==> src/rtl/johnson_decoder.sv <==
// Johnson-code phase decoder with sequence checking and lock detection.
// Decodes a 4-stage Johnson code (shift right, inverted LSB into MSB) into a
// 3-bit phase. Each valid sample is classified as illegal, a hold, a +1 step
// or an out-of-order jump. A run of LOCK_CNT consecutive steps moves the
// tracker from SEARCH to LOCKED. All outputs are registered with a latency
// of one cycle.
module johnson_decoder #(
  parameter int unsigned LOCK_CNT = 3  // steps needed to lock, 1..7
) (
  input  logic       clk,
  input  logic       reset_n,
  input  logic       in_valid,
  input  logic [3:0] in_code,
  output logic       out_valid,
  output logic [2:0] phase,
  output logic       illegal_code,
  output logic       seq_error,
  output logic       locked,
  output logic [7:0] err_count
);

  typedef enum logic {
    SEARCH = 1'b0,
    LOCKED = 1'b1
  } state_e;

  localparam logic [2:0] LOCK_TGT = 3'(LOCK_CNT);

  state_e     state_q, state_d;
  logic [2:0] lock_cnt_q, lock_cnt_d;
  logic       has_prev_q, has_prev_d;
  logic [2:0] prev_phase_q, prev_phase_d;
  logic       out_valid_q, out_valid_d;
  logic [2:0] phase_q, phase_d;
  logic       illegal_q, illegal_d;
  logic       seq_err_q, seq_err_d;
  logic [7:0] err_cnt_q, err_cnt_d;

  logic       code_legal;
  logic [2:0] code_phase;
  logic [2:0] next_phase;
  logic [2:0] lock_cnt_inc;

  // Map the incoming code onto its phase index and flag unknown patterns.
  always_comb begin
    // NOTE: every combinational output gets a default before the case so no
    // path leaves it unassigned; otherwise synthesis infers a latch.
    code_legal = 1'b1;
    code_phase = 3'd0;
    unique case (in_code)
      4'b0000: code_phase = 3'd0;
      4'b1000: code_phase = 3'd1;
      4'b1100: code_phase = 3'd2;
      4'b1110: code_phase = 3'd3;
      4'b1111: code_phase = 3'd4;
      4'b0111: code_phase = 3'd5;
      4'b0011: code_phase = 3'd6;
      4'b0001: code_phase = 3'd7;
      default: code_legal = 1'b0;
    endcase
  end

  // Classify the sample, advance the lock tracker and compute next outputs.
  always_comb begin
    state_d      = state_q;
    lock_cnt_d   = lock_cnt_q;
    has_prev_d   = has_prev_q;
    prev_phase_d = prev_phase_q;
    out_valid_d  = in_valid;
    phase_d      = phase_q;
    illegal_d    = 1'b0;
    seq_err_d    = 1'b0;
    err_cnt_d    = err_cnt_q;

    // 3-bit arithmetic gives the 7 -> 0 wrap for free.
    next_phase   = prev_phase_q + 3'd1;
    lock_cnt_inc = lock_cnt_q + 3'd1;

    if (in_valid) begin
      if (!code_legal) begin
        // Illegal code breaks the chain: forget the previous phase too.
        illegal_d  = 1'b1;
        phase_d    = 3'd0;
        has_prev_d = 1'b0;
        lock_cnt_d = 3'd0;
        state_d    = SEARCH;
      end else begin
        phase_d      = code_phase;
        prev_phase_d = code_phase;
        has_prev_d   = 1'b1;
        if (!has_prev_q) begin
          // First legal sample after reset or an illegal code: no reference.
          lock_cnt_d = 3'd0;
        end else if (code_phase == prev_phase_q) begin
          // Hold: counter and state stay as they are.
        end else if (code_phase == next_phase) begin
          if (lock_cnt_q != LOCK_TGT) begin
            lock_cnt_d = lock_cnt_inc;
          end
          if (state_q == SEARCH && lock_cnt_inc == LOCK_TGT) begin
            state_d = LOCKED;
          end
        end else begin
          seq_err_d  = 1'b1;
          lock_cnt_d = 3'd0;
          state_d    = SEARCH;
        end
      end

      if ((illegal_d || seq_err_d) && err_cnt_q != 8'hFF) begin
        err_cnt_d = err_cnt_q + 8'd1;
      end
    end
  end

  // State and output registers with synchronous active-low reset.
  always_ff @(posedge clk) begin
    // NOTE: non-blocking assignments here so every register samples the
    // pre-edge values, independent of statement order.
    if (!reset_n) begin
      state_q      <= SEARCH;
      lock_cnt_q   <= 3'd0;
      has_prev_q   <= 1'b0;
      prev_phase_q <= 3'd0;
      out_valid_q  <= 1'b0;
      phase_q      <= 3'd0;
      illegal_q    <= 1'b0;
      seq_err_q    <= 1'b0;
      err_cnt_q    <= 8'd0;
    end else begin
      state_q      <= state_d;
      lock_cnt_q   <= lock_cnt_d;
      has_prev_q   <= has_prev_d;
      prev_phase_q <= prev_phase_d;
      out_valid_q  <= out_valid_d;
      phase_q      <= phase_d;
      illegal_q    <= illegal_d;
      seq_err_q    <= seq_err_d;
      err_cnt_q    <= err_cnt_d;
    end
  end

  assign out_valid    = out_valid_q;
  assign phase        = phase_q;
  assign illegal_code = illegal_q;
  assign seq_error    = seq_err_q;
  assign locked       = (state_q == LOCKED);
  assign err_count    = err_cnt_q;

endmodule

==> config.mk <==
export PLATFORM = sky130hd
export DESIGN_NAME = johnson_decoder
export DESIGN_NICKNAME = d
export VERILOG_FILES = /design/src/rtl/johnson_decoder.sv
export SDC_FILE = /design/constraint.sdc
export NUM_CORES = 1
export LEC_CHECK = 0
export ABC_AREA = 1
export CORE_MARGIN = 2
export CORE_UTILIZATION = 45
export CTS_CLUSTER_SIZE = 8
export DETAILED_ROUTE_END_ITERATION = 8
export PLACE_DENSITY = 0.69
export SLEW_MARGIN = 10
export SYNTH_ARGS = -nofsm -noshare
export SYNTH_HDL_FRONTEND = slang
export SYNTH_SLANG_ARGS = --single-unit
export TNS_END_PERCENT = 5
==> constraint.sdc <==
create_clock -name clk -period 2.6 [get_ports clk]
set_clock_uncertainty 0.15 [all_clocks]
set_input_delay 0.65 -clock clk [delete_from_list [all_inputs] [get_ports clk]]
set_output_delay 0.65 -clock clk [all_outputs]
set_load 0.01 [all_outputs]
# Word-level counts from Yosys, hierarchy flattened
# Index checks and enable logic that the tools add are counted.
# word_totals
register_bits,22
latch_bits,0
ramBits,0
mem_bits_ro,0
input_bits,7
out_inout_bits,15
wordCells,61
n_memories,0
# op_classes
n_addsub,3
mul,0
n_div,0
magnitude_cmp,0
eq_ne,17
shifts,0
mux,21
bitwise_logic,1
n_reduce_logical,10
# op_table
cell,count
$pmux W3 S7,1
$mux W3,6
$eq A4 B4 Y1 const B,4
$mux W1,14
$add A8 B1 Y8 const B,1
$ne A8 B8 Y1 const B,1
$reduce_or A8 Y1,1
$add A3 B1 Y3 const B,2
$eq A3 B3 Y1,2
$ne A3 B2 Y1 const B,2
$reduce_and A2 Y1,3
$eq A4 B1 Y1 const B,1
$eq A4 B2 Y1 const B,1
$eq A4 B3 Y1 const B,1
$logic_not A4 Y1,1
$ne A2 B2 Y1 const B,2
$ne A4 B3 Y1 const B,1
$reduce_and A4 Y1,1
$eq A3 B2 Y1 const B,1
$ne A3 B3 Y1 const B,1
$reduce_and A3 Y1,1
$logic_and A1 B1 Y1,2
$logic_or A1 B1 Y1,1
$not A1 Y1,1

# Depth between registers and ports, before layout
# depth
word_depth,11
ltp_mapped,14
ltp_nobuf,14

# Worst setup path after synthesis
# OpenSTA, ideal clock, no wires.
# synth_timing
kind,input port to flip-flop
start,input port in_code[0]
end,register err_cnt_q[0] (netlist: err_count[0])
setup_ps,114
arrival_ps,1654
required_time_ps,2336
path_slack_ps,682
stages,14
n_path_buf,0
path_cell_list,inv_1 nand2_1 nand2_1 nand2_1 nand2_1 nand2_1 nand3_4 nand2_4 nand2_2 nand2_4 nor2_4 nand2_1 nand2_1 nor2_2
# synth_via
elab_chain_cells,11
elab_cells_between_ends,23
cone_classes,eq/ne: 9; mux: 9; reduce/logical: 5
# synth_rtl
element,line_no,text
"start, declared",13,"input logic [3:0] in_code,"
"$eq A4 B1 Y1, or another cell as far along",50,unique case (in_code)
$pmux W3 S7,50,
$eq A3 B3 Y1,96,end else if (code_phase == next_phase) begin
$mux W1,96,
$mux W1,94,end else if (code_phase == prev_phase_q) begin
$mux W1,91,if (!has_prev_q) begin
$mux W1,80,if (!code_legal) begin
$mux W1,79,if (in_valid) begin
$logic_or A1 B1 Y1 (*),110,if ((illegal_d || seq_err_d) && err_cnt_q != 8'hFF) begin
$logic_and A1 B1 Y1 (*),110,
$reduce_and A2 Y1 (no source line) (*),--,
"end signal, assigned",139,err_cnt_q <= err_cnt_d;
"end, declared",37,"logic [7:0] err_cnt_q, err_cnt_d;"
# Mark *: on every way between the ends. The rest lies on a longest branch, timed or not. The select of a mux whose other input is x is not followed.
# A chain may end at the register's enable or synchronous reset.

# Worst setup path after layout
# layout_timing
start,input port in_code[3]
end,register err_cnt_q[4] (netlist: err_count[4])
# Same word-level chain as after synthesis.

==> impl_summary.log <==
INFO  metric crit_path_max_incr_delay = 610 ps
INFO  metric cp_cell_sequence = clkdlybuf4s50_1, inv_2, nand3_1, nand2_1, nand2_1, nand2_1, nand3_4, nand2_4, a21oi_4, nand3_1, a21oi_1
INFO  metric hold_viol_final = 0
INFO  metric setup.reg_to_reg.worst_slack = 780 ps
INFO  metric worstSetupEndpointType = register
INFO  metric die-height = 58.8 µm
INFO  metric via_per_inst = 5.11
INFO  metric cts.repair_timing.setup_buffer_count = 0
INFO  metric initial_utilization = 48.1%
INFO  metric floorplan.die.width = 58.8 µm
INFO  metric slew_viol_final = 0
INFO  metric worstRegToRegCells = 10
INFO  metric wl_per_cell = 11.4 µm
INFO  metric synth-edff-count = 0
INFO  metric dpl.hpwl = 2130 µm
INFO  metric synth.cell_area = 1350 µm²
INFO  metric max_freq = 433 MHz
INFO  metric antennaDiodeCount = 0
INFO  metric grt.overflow.total = 0
INFO  metric critical-path-top-cell-by-count = sky130_fd_sc_hd__nand2_1
INFO  metric syn_to_final_growth = 22.6%
INFO  metric power.density_cell_area = 475 nW/µm²
INFO  metric met3_usage = 3.52%
INFO  metric hold-path-cell-count = 2
INFO  metric drtAntennaViolNets = 0
INFO  metric final_min_period_over_clock_period = 88.9%
INFO  metric final_layout_size_suffix_gt1_share = 15.6%
INFO  metric worst_pin_slew = 442 ps
INFO  metric fp.dieArea = 3450 µm²
INFO  metric hold_start = locked
INFO  metric worst_setup_hold_path_clk_slew = 130 ps
INFO  metric grt_start_max_net_pins = 15
INFO  metric yosysTopAreaCellShare = 32.6%
INFO  metric count_leader_synth = sky130_fd_sc_hd__nand2_1
INFO  metric grt_use_total = 17.3%
INFO  metric max_cap_violations = 0
INFO  metric average_cell_area_after_synthesis = 7.50 µm²
INFO  metric syn-instance-count = 180
INFO  metric ctsResizeCount = 0
INFO  metric setup.worst_path.class = in -> reg
INFO  metric cts_made_buffers = 3
INFO  metric highest_utilization_routing_layer_at_the_global_route_stage = met2
INFO  metric yosysWarnings = 0
INFO  metric grt_pass1_vias = 1137
INFO  metric hold_buffers = 0
INFO  metric critical-path-slowest-cell = sky130_fd_sc_hd__clkdlybuf4s50_1
INFO  metric yosysUniqueCellTypes = 26
INFO  metric worst_r2r_dst = lock_cnt_q[2]
INFO  metric io_pins = 22
INFO  metric synth_fp_nets = 192
INFO  metric post-route-min-period = 2310 ps
INFO  metric met2_usage = 30.8%
INFO  metric ys_top_cells_by_count = sky130_fd_sc_hd__nand2_1 (36), sky130_fd_sc_hd__dfxtp_1 (22), sky130_fd_sc_hd__inv_1 (20), sky130_fd_sc_hd__nand3_1 (20), sky130_fd_sc_hd__a21oi_1 (15)
INFO  metric yosys_most_used_dff = sky130_fd_sc_hd__dfxtp_1
INFO  metric cts_max_path_buffers = 2
INFO  metric static-leakage-power = 0.000678 µW
INFO  metric worstSetupStartpointType = primary input
INFO  metric netlist.top_cell.by_area = sky130_fd_sc_hd__dfxtp_1
INFO  metric instance_area_after_placement = 1600 µm²
INFO  metric drt_first_iter_violations = 31
INFO  metric port_buffers = 21
INFO  metric synth.yosys.seq_area_share = 32.6%
INFO  metric failed_checks = DRC
INFO  metric outcome = finished with violations
INFO  metric worst-path-max-fanout = 7
INFO  metric core.rowCount = 19
INFO  metric min_path_type = reg -> reg
INFO  metric drt-pass1-iter-count = 6
INFO  metric numClockSinks = 22
INFO  metric cts_root_buf = sky130_fd_sc_hd__clkbuf_4
INFO  metric finalWirelength = 2690 µm
INFO  metric route.detailed.drc = 2
INFO  metric finalSetupViolCount = 0
INFO  metric synth_top_cells_by_area = sky130_fd_sc_hd__dfxtp_1 (33%), sky130_fd_sc_hd__nand2_1 (10%), sky130_fd_sc_hd__nand3_1 (7.4%)
INFO  metric clock_tree.htree_level_count = 1
INFO  metric global_route.usage.met1 = 20.2%
INFO  metric timing.max_slew.rel_slack = 70.5%
INFO  metric design.final.nets = 218
INFO  metric core_area = 2810 µm²
INFO  metric worst_r2r_startpoint = prev_phase_q[0]
INFO  metric worst_ir_drop_vdd = 0.000296 V
INFO  metric gp_congestion = 0.777
INFO  metric synth_seq_cells = 22
INFO  metric vias = 1206
INFO  metric critPathRequiredTime = 2700 ps
INFO  metric critical_path_arrival = 2410 ps
INFO  metric cts_tree = yes
INFO  metric p_total = 786 µW
INFO  metric hold_path_end = locked
INFO  metric grt_pass1_wl = 4610 µm
INFO  metric asyncSetResetFlopFracSynth = 0%
INFO  metric grt_setup_unrepaired = false
INFO  metric post-route-cell-area = 1660 µm²
INFO  metric final.fill_count = 266
INFO  metric clk_latency = 310 ps
INFO  metric antenna_found_initial = 0
## worst max path at each step
stage | from | to | slack (ps)
2_1_floorplan | in_code[0] | err_count[0] | 680
3_3_place_gp | in_code[2] | err_count[6] | 20
3_5_place_dp | in_code[3] | err_count[4] | -40
4_1_cts | in_code[3] | err_count[4] | 300
5_1_grt | in_code[3] | err_count[4] | 130
6_report | in_code[3] | err_count[4] | 290
## cell usage in the layout (no fill, tap or decap), types with 3 or more instances in the layout
cell type,count
sky130_fd_sc_hd__ha_1,5
sky130_fd_sc_hd__a21oi_1,15
sky130_fd_sc_hd__xor2_1,6
sky130_fd_sc_hd__clkbuf_4,3
sky130_fd_sc_hd__nand3_1,20
sky130_fd_sc_hd__dfxtp_1,22
sky130_fd_sc_hd__inv_1,20
sky130_fd_sc_hd__nand2_4,5
sky130_fd_sc_hd__clkdlybuf4s50_1,21
sky130_fd_sc_hd__nor3_1,3
sky130_fd_sc_hd__inv_2,4
sky130_fd_sc_hd__nor2_1,12
sky130_fd_sc_hd__nand2_1,36
sky130_fd_sc_hd__nand2_2,5
sky130_fd_sc_hd__nor2_2,3
sky130_fd_sc_hd__o21bai_1,6
## sequential cells by signal (all words and copies together) (netlist names), 3 cells and up
register and flops:
err_count 8, lock_cnt_q 3, phase 3, prev_phase_q 3
## stage by stage
step	setup TNS [ps]	hold WS (ps)	instances	utilization, %	worst slack, ps
after floorplan	0	315	180	-	682
after global routing	0	325	236	59.0	125
after CTS	0	320	236	59.0	299
final	0	313	236	59.0	289
after global placement	0	295	232	57.1	20.7
after detailed placement	-112	301	232	57.1	-43.5
## cells by family (layout without fill, tap and decap cells)
| family | after synthesis | count (layout) | synth area share [%] |
|---|---|---|---|
| compound gates | 26 | 26 | 12.7 |
| xor+xnor | 8 | 8 | 5.19 |
| fa+ha+maj | 5 | 5 | 4.63 |
| buf+inv | 25 | 50 | 6.95 |
| flops | 22 | 22 | 32.6 |
| simple gates | 94 | 94 | 37.9 |
## where the power goes
group | switching [µW] | internal, µW | total, µW
sequential | 11.9 | 350 | 362
clock | 104 | 156 | 260
combinational | 98.8 | 64.5 | 163
## area by class of cell
class | instances | area, µm² | area share [%]
clock inverter | 1 | 30.0 | 1.81
multi-input combinational | 133 | 816 | 49.3
timing repair buffer | 22 | 218 | 13.2
clock buffer | 3 | 22.5 | 1.36
sequential | 22 | 440 | 26.6
inverter | 24 | 90.1 | 5.44
tap | 31 | 38.8 | 2.34
## critical path, delay by kind of cell
family	cells	cell delay (ps)
compound gates	2	400
buf+inv	2	670
simple gates	7	700
## per-layer routing
layer	wire length, µm	vias up
met2	1270	25
li1	-	633
met1	1280	541
met4	42	0
met3	95	7
met5	0	-
(Power assumes the default switching activity.)
